--- config.mk ---
export PLATFORM = sky130hd
export DESIGN_NAME = keccak_squeeze_ctrl
export DESIGN_NICKNAME = d
export VERILOG_FILES = /design/src/rtl/keccak_squeeze_ctrl.sv
export SDC_FILE = /design/constraint.sdc
export NUM_CORES = 1
export LEC_CHECK = 0
export CORE_UTILIZATION = 49
export CTS_BUF_LIST = sky130_fd_sc_hd__clkbuf_8
export DETAILED_ROUTE_END_ITERATION = 12
export GPL_TIMING_DRIVEN = 0
export PLACE_DENSITY = 0.85
export SYNTH_ARGS = -nofsm -noshare
export SYNTH_HDL_FRONTEND = slang
export SYNTH_SLANG_ARGS = --single-unit
--- constraint.sdc ---
create_clock -name clk -period 3.2 [get_ports clk]
set_input_delay 0.32 -clock clk [delete_from_list [all_inputs] [get_ports clk]]
set_output_delay 0.32 -clock clk [all_outputs]
set_load 0.03 [all_outputs]
--- src/rtl/keccak_squeeze_ctrl.sv ---
// Keccak squeeze controller: streams the digest out of the core rate.
// Define KECCAK_OUT_BSWAP_EN to byte-swap each output word.
module keccak_squeeze_ctrl #(
  parameter int D_W   = 11,
  parameter int IDX_W = 6,
  parameter int CNT_W = 7
) (
  input  logic             clk,
  input  logic             rst_n,
  input  logic             start,
  input  logic [2:0]       cmode,
  input  logic [D_W-1:0]   d,
  output logic [IDX_W-1:0] rd_idx,
  input  logic [31:0]      core_word_i,
  output logic             squeeze_req,
  input  logic             squeeze_done,
  output logic [31:0]      out_data,
  output logic             out_valid,
  input  logic             out_ready,
  output logic             out_last,
  output logic             busy,
  output logic             err
);

  typedef enum logic [1:0] {
    IDLE,
    FETCH,
    PRESENT,
    SQUEEZE
  } state_t;

  state_t           state;
  logic [CNT_W-1:0] wcnt;
  logic [CNT_W-1:0] n_words;
  logic [CNT_W-1:0] n_calc;
  logic [CNT_W-1:0] n_shake;
  logic [IDX_W-1:0] rate;
  logic [IDX_W-1:0] rate_calc;
  logic             legal;
  logic             last_word;
  logic             last_idx;
  logic [31:0]      word;

  assign n_shake = CNT_W'((32'(d) + 32'd31) >> 5);

  always_comb begin
    n_calc    = '0;
    rate_calc = '0;
    legal     = 1'b1;
    case (cmode)
      3'd0: begin
        n_calc    = CNT_W'(7);
        rate_calc = IDX_W'(36);
      end
      3'd1: begin
        n_calc    = CNT_W'(8);
        rate_calc = IDX_W'(34);
      end
      3'd2: begin
        n_calc    = CNT_W'(12);
        rate_calc = IDX_W'(26);
      end
      3'd3: begin
        n_calc    = CNT_W'(16);
        rate_calc = IDX_W'(18);
      end
      3'd4: begin
        n_calc    = n_shake;
        rate_calc = IDX_W'(42);
        legal     = (d != '0);
      end
      3'd5: begin
        n_calc    = n_shake;
        rate_calc = IDX_W'(34);
        legal     = (d != '0);
      end
      default: legal = 1'b0;
    endcase
  end

`ifdef KECCAK_OUT_BSWAP_EN
  assign word = {core_word_i[7:0], core_word_i[15:8],
                 core_word_i[23:16], core_word_i[31:24]};
`else
  assign word = core_word_i;
`endif

  assign last_word = (wcnt == n_words - CNT_W'(1));
  assign last_idx  = (rd_idx == rate - IDX_W'(1));

  // rd_idx doubles as the block word index
  always_ff @(posedge clk or negedge rst_n) begin
    if (!rst_n) begin
      state       <= IDLE;
      wcnt        <= '0;
      n_words     <= '0;
      rate        <= '0;
      rd_idx      <= '0;
      squeeze_req <= 1'b0;
      out_data    <= '0;
      out_valid   <= 1'b0;
      out_last    <= 1'b0;
      busy        <= 1'b0;
      err         <= 1'b0;
    end else begin
      err         <= 1'b0;
      squeeze_req <= 1'b0;
      unique case (state)
        IDLE: begin
          if (start) begin
            if (legal) begin
              n_words <= n_calc;
              rate    <= rate_calc;
              wcnt    <= '0;
              rd_idx  <= '0;
              busy    <= 1'b1;
              state   <= FETCH;
            end else begin
              err <= 1'b1;
            end
          end
        end
        FETCH: begin
          out_data  <= word;
          out_valid <= 1'b1;
          out_last  <= last_word;
          state     <= PRESENT;
        end
        PRESENT: begin
          if (out_ready) begin
            wcnt      <= wcnt + CNT_W'(1);
            out_valid <= 1'b0;
            out_last  <= 1'b0;
            if (last_word) begin
              busy  <= 1'b0;
              state <= IDLE;
            end else if (last_idx) begin
              rd_idx      <= '0;
              squeeze_req <= 1'b1;
              state       <= SQUEEZE;
            end else begin
              rd_idx <= rd_idx + IDX_W'(1);
              state  <= FETCH;
            end
          end
        end
        SQUEEZE: begin
          if (squeeze_done) state <= FETCH;
        end
        default: state <= IDLE;
      endcase
    end
  end

endmodule
* Yosys cells after proc, flatten, opt, wreduce, memory -nomap -nowiden *
Cells that the tools add are included.

storage, ports and cells
  word-level logic and storage cells = 81
  flip-flop bits (word level) = 65
  input bits = 51
  memories = 0
  memory bits (read-only) = 0
  bits in latches = 0
  memory bits (writable) = 0

cells by class
  mux-type cells = 35
  multipliers = 0
  bitwise gates (word level) = 0
  magnitude comparators = 0
  shifts and indexed selects = 0
  add/subtract/negate cells = 5
  div/mod/pow operators = 0
  reduce and logical (&&, ||, !) cells = 14
  equality and inequality tests = 16

operators by type and width
  cell                                                                 number
  7-bit one-hot mux with 5 select lines                                1
  6-bit two-way mux                                                    5
  6-bit one-hot mux with 5 select lines                                1
  7-bit two-way mux                                                    3
  7-bit one-hot mux with 2 select lines                                1
  11-bit by 5-bit adder with 12-bit output (second input constant)     1
  1-bit two-way mux                                                    12
  2-bit two-way mux                                                    6
  2-bit inequality test (second input constant)                        6
  6-bit one-hot mux with 2 select lines                                1
  11-bit nonzero test                                                  1
  5-bit AND reduction                                                  2
  1-bit one-hot mux with 2 select lines                                4
  2-bit one-hot mux with 4 select lines                                1
  4-bit AND reduction                                                  2
  7-bit by 1-bit adder with 7-bit output (second input constant)       1
  7-bit == test                                                        1
  7-bit by 1-bit subtractor with 7-bit output (second input constant)  1
  6-bit by 1-bit adder with 6-bit output (second input constant)       1
  3-bit by 2-bit == test with 1-bit output (second input constant)     2
  3-bit == test (second input constant)                                2
  6-bit == test                                                        1
  6-bit by 1-bit subtractor with 6-bit output (second input constant)  1
  2-bit == test (second input constant)                                2
  other kinds (9)                                                      11

* Logic depth before layout (Yosys ltp) *
  depth in word-level cells = 6
  depth in mapped cells = 8
  mapped depth without buffers = 8

* Worst setup path before layout *
Ideal clock, no wire load.

  path kind = register to register
  from = reg n_words[0]
  to = reg rd_idx[1]
  data required time = 3075 ps
  stages on the path, launching flop included = 9
  library setup time = 125 ps
  arrival time = 2370 ps
  setup slack = 705 ps
  period minus slack after synthesis = 2495 ps
  cell sequence = dfrtp_1 -> inv_1 -> ha_1 -> or3_1 -> a31o_1 -> or4_4 -> buf_6 -> o21a_4 -> mux2_4

on the way
  cells in the longest elaborated chain, start to end = 4

ends and longest elaborated chain
  element                                      RTL line  text
  from (decl)                                  34        logic [CNT_W-1:0] n_words;
  from (signal assigned)                       112       n_words <= n_calc;
  7-bit by 1-bit subtractor with 7-bit output  88        assign last_word = (wcnt == n_words - CNT_W'(1));
  7-bit == test                                88
  2-bit inequality test (no line)              -
  5-bit AND reduction (no line)                -
  to (signal assigned)                         142       rd_idx <= rd_idx + IDX_W'(1);
  to (decl)                                    13        output logic [IDX_W-1:0] rd_idx,

Every way passes these cells.
A chain may end at the register's enable or synchronous reset.

* Final worst setup path *
Same ends and word-level chain as after synthesis.

==> impl_metrics.tcl <==
set metrics [dict create \
    outcome "complete, no violations" \
    pre_cts_ws_ns 0.362 \
    switchingPower_mw 1.73 \
    initial_utilization_pct 51.0 \
    grt_pass1_vias 2727 \
    place_area_um2 4260 \
    grt_max_degree 65 \
    vdd_drop_max_uv 750 \
    crit_fanout 10 \
    numCtsBuffers 9 \
    min_period_over_period_pct 84.0 \
    final_hold_viol_count 0 \
    cts_tree "done" \
    p_per_area_nw_per_um2 965 \
    ys_seq_area_share_pct 49.5 \
    dieArea_um2 6930 \
    final_cell_mix "clkdlybuf4s50_1 (92), dfrtp_1 (64), mux2_2 (33), nor2_1 (24), nand2_1 (18)" \
    htreeDepth 3 \
    io_buffers 93 \
    finalCriticalPeriod_ns 2.69 \
    intPower_mw 2.58 \
    avgSynthCellArea_um2 11.0 \
    routedWlPerCell_um 16.2 \
    post_cts_resized 0 \
    path_clk_slew_ns 0.07 \
    cp-end-kind "flop" \
    n_antenna_cell 0 \
    setup_violations 0 \
    first_pass_iters 5 \
    relSlewSlack_pct 46.6 \
    swShare_pct 40.2 \
    hold_class "in2async" \
    fin_skew_ns 0.00954 \
    core_um2 6350 \
    worstSkewPairLatency_ns 0.35 \
    drc_errors 0 \
    syn_inst 295 \
    utilization_pct 70.3 \
    synth-edff-count 0 \
    cts.sinks 64 \
    synthToLayoutAreaGrowth_pct 38.0 \
    layout_setup_ws_ns 0.512 \
    ys_warn_count 0 \
    ys_types 52 \
    maxSlewViolCount 0 \
    synth_seq_cells 64 \
    worstPathRequired_ns 3.43 \
    power_frac_comb_pct 51.0 \
    vias 2672 \
    maxCapViolCount 0 \
    syn-num-nets 354 \
    p_leak_nw 1.90 \
    ios 94 \
    synthesis.area_um2 3240 \
    overflow 0 \
    cts_setup_buffers 0 \
    place_hpwl_um 5560 \
    ant_nets 0 \
    drtIter0Drc 166 \
    finalSetupTns_ns 0 \
    power_frac_seq_pct 32.4 \
    cts_root_buffer "clkbuf_8" \
    crit_arrival_ns 2.92 \
    gp_congestion 0.822 \
    antenna_found_initial 0 \
    yosys_most_used_dff "dfrtp_1" \
    cts_buffer_depth 2 \
    p_clk_share_pct 16.7 \
    rows 29 \
    start_kind "flop" \
    rsz0062_at_grt "no" \
    total_power_mw 4.31 \
    fin_nets 458 \
    vias_per_cell 5.57 \
    clock.fmax_mhz 372 \
    max_slew.worst_pin.slew_ns 0.802 \
    async_reset_ff_share_pct 100 \
    drive_gt1_share_pct 15.1 \
    wirelength_um 7760 \
    grtUsageTotal_pct 23.7 \
    die_w_um 83.3 \
    worstSetupPathType "reg2reg" \
    grt_pass1_wl_um 13000 \
    cts_hold_buf 0 \
    die_h_um 83.3 \
    final_common_cell "clkdlybuf4s50_1" \
    design_area_um2 4470 \
]
-- layer usage --
metal | vias to the layer above | global-route usage (%) | routed length (um) | share of wire (%)
met5 | - | 0 | 0 | 0
met4 | 0 | 8.15 | 160 | 2.1
met3 | 13 | 5.67 | 355 | 4.6
met2 | 93 | 41.8 | 4170 | 54
met1 | 1309 | 28.3 | 3080 | 40
li1 | 1257 | - | - | -
-- per-stage QoR --
stage                     hold slack [ns]  cells
final                              0.0610    480
after global routing                0.133    480
after CTS                          0.0856    480
after detailed placement            0.462    465
after global placement              0.488    465
after floorplan                    0.0244    295
-- worst paths after layout --
check	startpoint	endpoint	slack [ns]	cells past startpoint
worst min-delay path	rst_n	out_data[0]	0.06	1
worst min register to register	out_data[28]	out_data[28]	0.51	1
max in group asynchronous	rst_n	out_data[10]	2.61	1
min in group clk	out_data[28]	out_data[28]	0.51	1
worst max register to register	n_words[0]	rd_idx[1]	0.51	8
worst max-delay path	n_words[0]	rd_idx[1]	0.51	8
-- cell usage after synthesis, types with 6 or more instances --
library cell	number	area, um^2
mux2_2	33	372
ha_1	8	100
xor2_1	10	87.6
nor2_1	24	90.1
nor3_1	7	35.0
nand2_1	18	67.6
a21oi_1	8	40.0
nand3_1	6	30.0
dfrtp_1	64	1600
o21ai_0	9	45.0
nand4_1	6	37.5
xnor2_1	13	114
inv_1	17	63.8
-- kinds of logic after synthesis --
group	Yosys count	share of synthesized area [%]
fa+ha+maj	8	3.09
compound gates	49	10.7
simple gates	87	13.9
xor+xnor	23	6.22
flops	64	49.5
mux	38	13.2
buf+inv	26	3.32
-- power groups by stage --
| stage | clock network, mW | logic (mW) | registers, mW |
|---|---|---|---|
| finish | 0.718 | 2.20 | 1.39 |
| global route | 0.758 | 2.36 | 1.44 |
| CTS | 0.731 | 2.21 | 1.39 |
| detailed placement | 0 | 2.19 | 1.40 |
| global placement | 0 | 2.13 | 1.38 |
| floorplan | 0 | 0.919 | 1.86 |
-- worst max-delay path, stage by stage, from the launching register on --
cell     delay (ns)
dfrtp_1        0.41
inv_1          0.09
ha_1           0.25
or3_1          0.38
a31o_1         0.23
or4_4          0.53
buf_6          0.16
o21a_4         0.22
mux2_4         0.29
-- area by class of cell --
type	instances	area, um^2
multi-input combinational	205	1530
clock buffer	12	165
fill	445	1880
buffer	9	43.8
clock inverter	3	40.0
sequential	64	1600
timing repair buffer	93	928
tap	77	96.3
inverter	17	63.8
-- sequential cells by signal, summed over array words and instances, names as in the netlist --
signal	count
wcnt	7
busy	1
rd_idx	6
out_last	1
squeeze_req	1
out_valid	1
err	1
out_data	32
n_words	7
rate	5
state	2
Power figures use the tool's default switching activity.
